### src/rtl/rf_pkg.sv
// Shared defaults and address typing for the RISC-V register file with scoreboard.
package rf_pkg;
  localparam int unsigned XLEN_DEF  = 32;
  localparam int unsigned NREGS_DEF = 32;

  typedef logic [$clog2(NREGS_DEF)-1:0] reg_addr_t;

  localparam reg_addr_t ZERO_REG = '0;
endpackage

### src/rtl/rf_scoreboard.sv
// Write-pending scoreboard: busy vector, incremental pending counter and issue gating.
module rf_scoreboard
  import rf_pkg::*;
#(
  parameter int unsigned NREGS = NREGS_DEF,
  parameter int unsigned AW    = $clog2(NREGS)
) (
  input  logic             clk,
  input  logic             rst,
  input  logic             we,
  input  logic [AW-1:0]    wa,
  input  logic             iss_valid,
  input  logic [AW-1:0]    iss_rd,
  input  logic             flush,
  output logic [NREGS-1:0] busy,
  output logic             iss_ready,
  output logic [AW:0]      pend_cnt
);

  logic wb_hit;
  logic iss_take;
  logic inc;
  logic dec;

  always_comb begin
    iss_ready = !flush && ((iss_rd == AW'(ZERO_REG)) || !busy[iss_rd] ||
                           (we && (wa == iss_rd)));
    wb_hit    = we && (wa != AW'(ZERO_REG)) && busy[wa];
    iss_take  = iss_valid && iss_ready && (iss_rd != AW'(ZERO_REG));
    inc       = iss_take && !busy[iss_rd];
    // A writeback to the register being re-issued leaves it busy, so no decrement.
    dec       = wb_hit && !(iss_take && (wa == iss_rd));
  end

  always_ff @(posedge clk or posedge rst) begin
    if (rst) begin
      busy     <= '0;
      pend_cnt <= '0;
    end else if (flush) begin
      busy     <= '0;
      pend_cnt <= '0;
    end else begin
      // Set after clear so a same-cycle re-issue keeps the bit.
      if (wb_hit)   busy[wa]     <= 1'b0;
      if (iss_take) busy[iss_rd] <= 1'b1;
      if (inc && !dec)      pend_cnt <= pend_cnt + (AW+1)'(1);
      else if (dec && !inc) pend_cnt <= pend_cnt - (AW+1)'(1);
    end
  end

endmodule

### src/rtl/rf_riscv_sb.sv
// RISC-V integer register file with write-pending scoreboard; x0 reads zero and is never busy.
// Define RF_BYPASS_EN to forward same-cycle writeback data onto the read ports.
module rf_riscv_sb
  import rf_pkg::*;
#(
  parameter int unsigned XLEN  = XLEN_DEF,
  parameter int unsigned NREGS = NREGS_DEF,
  localparam int unsigned AW   = $clog2(NREGS)
) (
  input  logic            clk,
  input  logic            rst,
  input  logic [AW-1:0]   ra1,
  input  logic [AW-1:0]   ra2,
  output logic [XLEN-1:0] rd1,
  output logic [XLEN-1:0] rd2,
  output logic            busy1,
  output logic            busy2,
  input  logic            we,
  input  logic [AW-1:0]   wa,
  input  logic [XLEN-1:0] wd,
  input  logic            iss_valid,
  input  logic [AW-1:0]   iss_rd,
  output logic            iss_ready,
  input  logic            flush,
  output logic [AW:0]     pend_cnt
);

  logic [XLEN-1:0]  mem [NREGS];
  logic [NREGS-1:0] busy;
  logic             wr_en;

  assign wr_en = we && (wa != AW'(ZERO_REG));

  rf_scoreboard #(
    .NREGS (NREGS),
    .AW    (AW)
  ) u_sb (
    .clk       (clk),
    .rst       (rst),
    .we        (we),
    .wa        (wa),
    .iss_valid (iss_valid),
    .iss_rd    (iss_rd),
    .flush     (flush),
    .busy      (busy),
    .iss_ready (iss_ready),
    .pend_cnt  (pend_cnt)
  );

  always_ff @(posedge clk or posedge rst) begin
    if (rst) begin
      for (int unsigned i = 0; i < NREGS; i++) mem[i] <= '0;
    end else if (wr_en) begin
      mem[wa] <= wd;
    end
  end

  always_comb begin
    rd1   = '0;
    busy1 = 1'b0;
    rd2   = '0;
    busy2 = 1'b0;
    if (ra1 != AW'(ZERO_REG)) begin
      rd1   = mem[ra1];
      busy1 = busy[ra1];
    end
    if (ra2 != AW'(ZERO_REG)) begin
      rd2   = mem[ra2];
      busy2 = busy[ra2];
    end
`ifdef RF_BYPASS_EN
    if (wr_en && (ra1 == wa)) begin
      rd1   = wd;
      busy1 = 1'b0;
    end
    if (wr_en && (ra2 == wa)) begin
      rd2   = wd;
      busy2 = 1'b0;
    end
`endif
  end

endmodule
### config.mk
export PLATFORM = sky130hd
export DESIGN_NAME = rf_riscv_sb
export DESIGN_NICKNAME = d
export VERILOG_FILES = /design/src/rtl/rf_pkg.sv /design/src/rtl/rf_scoreboard.sv /design/src/rtl/rf_riscv_sb.sv
export SDC_FILE = /design/constraint.sdc
export NUM_CORES = 2
export LEC_CHECK = 0
export CORE_ASPECT_RATIO = 0.75
export CORE_MARGIN = 2
export CORE_UTILIZATION = 40
export DETAILED_ROUTE_END_ITERATION = 12
export GPL_TIMING_DRIVEN = 0
export PLACE_DENSITY = 0.53
export SLEW_MARGIN = 20
export SYNTH_ARGS = -nofsm -noshare
export SYNTH_HDL_FRONTEND = slang
export SYNTH_SLANG_ARGS = --single-unit
### constraint.sdc
create_clock -name clk -period 81.2 [get_ports clk]
set_clock_uncertainty 0.2 [all_clocks]
set_input_delay 24.36 -clock clk [delete_from_list [all_inputs] [get_ports clk]]
set_output_delay 24.36 -clock clk [all_outputs]
set_load 0.05 [all_outputs]
==> results.yml <==
clocking:
  clock_path_buffers: 3
  cts_tree: "done"
  clk_pin_slew_worst_paths_ps: 60
  numCtsBuffers: 113
  post_cts_resized: 0
  cts-root-buf: "clkbuf_16"
  htree_levels: 3
  cts_hold_buf: 0
  clock-sinks: 1062
  post_cts_buffers: 0
  clock_latency_ps: 760
power_and_ir_drop:
  p_leak_uw: 0.02744
  ir_drop_mv: 0.01658
  power_uw: 1635
  power_density_mw_per_mm2: 25.15
setup_path:
  cp_num_buf_inv: 5
  r2r_slack_ps: 77150
  worstReg2RegStart: "u_sb.busy[27]"
  worst_setup_path_start_kind: "input port"
  cpMostUsedCell: "clkbuf_1"
  rr_worst_depth: 14
  cp_slowest_stage_delay_ps: 900
  reg2reg_to: "u_sb.pend_cnt[5]"
  crit_path_end_kind: "output pin"
  cp.required_ps: 56640
  crit_type: "in2out"
  critPathArrivalTime_ps: 29030
  path_max_fanout: 10
  crit_family: "buffers and inverters"
  crit_chain: "clkbuf_1, clkbuf_2, clkbuf_1, clkbuf_1, mux4_2, mux4_2, mux2i_1, nor2_1, clkdlybuf4s50_1"
  crit_slowest_cell: "clkbuf_1"
timing:
  fin_tns_setup_ps: 0
  slew_headroom_pct: 18.07
  finalSetupViolCount: 0
  timing.fmax_mhz: 18.66
  hold_viol: 0
  finalCritPeriodShare_pct: 65.99
  worst_slew_pin_slew_ps: 1229
  slew_viol_final: 0
  setup_slack_ps: 27610
  fin_crit_ps: 53590
  rsz0062_at_grt: "false"
drt:
  wl_met2_um: 87780
  wl_per_cell_um: 35.71
  wl_met1_um: 93040
  vias: 36300
  wl_um: 205600
  dr_wl_met3_um: 17200
  dr.pass1.iters: 7
  drc: 0
  top_layer: "met5"
  via_per_inst: 6.302
  drtIter0Drc: 3549
  drtAntennaViolNets: 0
floorplanning:
  die-width_um: 440.1
  die_area_mm2: 0.1457
  io_pins: 130
  rows: 119
  initial_utilization_pct: 40.46
  die_h_um: 331.0
  core_area_mm2: 0.1410
synth:
  yosysSeqAreaShare_pct: 46.59
  yosysTopAreaCellShare_pct: 46.59
  yosysWarnings: 0
  synth_nets: 3603
  synth_cell_type_count: 62
  post-synth-top-area-cell: "dfrtp_1"
  synth_most_common_cell: "dfrtp_1"
  synth-seq-cells: 1062
  syn_avg_cell_area_um2: 16.11
  synth_enable_flop_cells: 0
  netlist_area_mm2: 0.05704
  syn-instance-count: 3541
  synth-main-ff-cell: "dfrtp_1"
  ys_top_cells_by_count: "dfrtp_1 (1,062), mux2_2 (993), mux4_2 (663), clkbuf_1 (322), nor2_1 (101)"
  async_flop_share_pct: 100.0
  ys_top_cells_by_area: "dfrtp_1 (47%), mux4_2 (26%), mux2_2 (20%)"
finish:
  area_growth_syn_to_layout_pct: 14.00
  drive_above_1_share_pct: 52.31
  nets: 3853
  fin_area_mm2: 0.06503
placement:
  dp_hpwl_um: 143300
  gp_congestion: 0.8815
  io_buffers: 114
  placed_cell_area_mm2: 0.06118
  preCtsSetupSlack_ps: 27390
global_route:
  track_usage_pct: 28.50
  antenna_found_initial: 9
  grt_pass1_wl_um: 288500
  grt_pass1_vias: 36260
  grt_overflow: 0
  grt_max_degree: 98
worst_hold_path:
  hold_path.class: "reg2reg"
  min_to: "mem[1006]"
  hold_path_depth: 1
  hp-start: "mem[1006]"
job:
  drv_cap: 0
outcome:
  outcome: "completed"
cell usage in the layout (no fill, tap or decap), drive strengths merged, types with 5 or more instances in the layout:
| cell type | synthesis | routed |
|---|---|---|
| o22ai | 8 | 8 |
| mux4 | 663 | 663 |
| dfrtp | 1062 | 1062 |
| mux2i | 94 | 94 |
| clkdlybuf4s50 | 0 | 114 |
| clkbuf | 322 | 485 |
| nor3b | 6 | 6 |
| diode | 0 | 5 |
| buf | 95 | 116 |
| inv | 7 | 9 |
| nand2 | 45 | 45 |
| nand3b | 5 | 5 |
| nand4 | 6 | 6 |
| xnor2 | 7 | 7 |
| bufinv | 0 | 10 |
| o211ai | 8 | 8 |
| nor2 | 101 | 101 |
| a21oi | 16 | 16 |
| o21ai | 23 | 23 |
| clkinv | 1 | 29 |
| nand3 | 16 | 16 |
| mux2 | 994 | 994 |
stage by stage:
| step | util (%) | hold WS, ps | cells |
|---|---|---|---|
| after floorplan | - | 241.3 | 3541 |
| after global placement | 42.93 | 256.0 | 5530 |
| after detailed placement | 43.39 | 264.7 | 5550 |
| after CTS | 46.09 | 279.3 | 5753 |
| after global routing | 46.12 | 295.4 | 5757 |
| final | 46.12 | 277.2 | 5759 |
cell families (layout without fill, tap and decap cells):
| family | count (synthesis) | in the layout | share of synthesized area (%) |
|---|---|---|---|
| compound gates | 81 | 81 | 1.022 |
| xor+xnor | 10 | 10 | 0.1667 |
| fa+ha+maj | 5 | 5 | 0.1228 |
| buf+inv | 425 | 763 | 2.895 |
| flops | 1062 | 1062 | 46.59 |
| mux | 1751 | 1751 | 47.45 |
| other cells | 0 | 5 | 0 |
| simple gates | 207 | 207 | 1.753 |
power by group:
group	leakage (uW)	internal (uW)	switching, uW	total (uW)
registers	0.0137	627	69.8	697
clock network	0.00190	314	229	544
logic	0.0119	215	179	395
area by class of cell:
cell class / instances / area, um2
clock buffers: 163 / 3328
repair buffers: 135 / 1645
plain buffers: 417 / 1780
inverters: 8 / 37.54
fillers: 12440 / 75970
clock inverters: 40 / 473.0
well taps: 1875 / 2346
flip-flops and latches: 1062 / 26580
diodes: 5 / 12.51
multi-input cells: 2054 / 28840
routing by layer:
layer,global-route usage [%],up-vias
li1,-,14320
met4,9.582,8
met2,40.63,1491
met1,42.39,20160
met3,7.258,314
met5,0.2258,-
state kept, by name (all words and copies together) (netlist names):
signal	count
mem	1024
u_sb.busy	32
u_sb.pend_cnt	6
how the worst max path moves through the flow:
stage | start | end | slack [ps] | cells after the start
floorplan | rst | mem[0] | 26750 | 1
global placement | rst | mem[751] | 11870 | 2
detailed placement | ra2[1] | rd2[11] | 27390 | 9
CTS | ra2[1] | rd2[11] | 27390 | 9
global route | ra2[1] | rd2[24] | 27670 | 9
finish | ra2[1] | rd2[6] | 27610 | 9
Note: power is estimated with default switching activity, not from simulation.
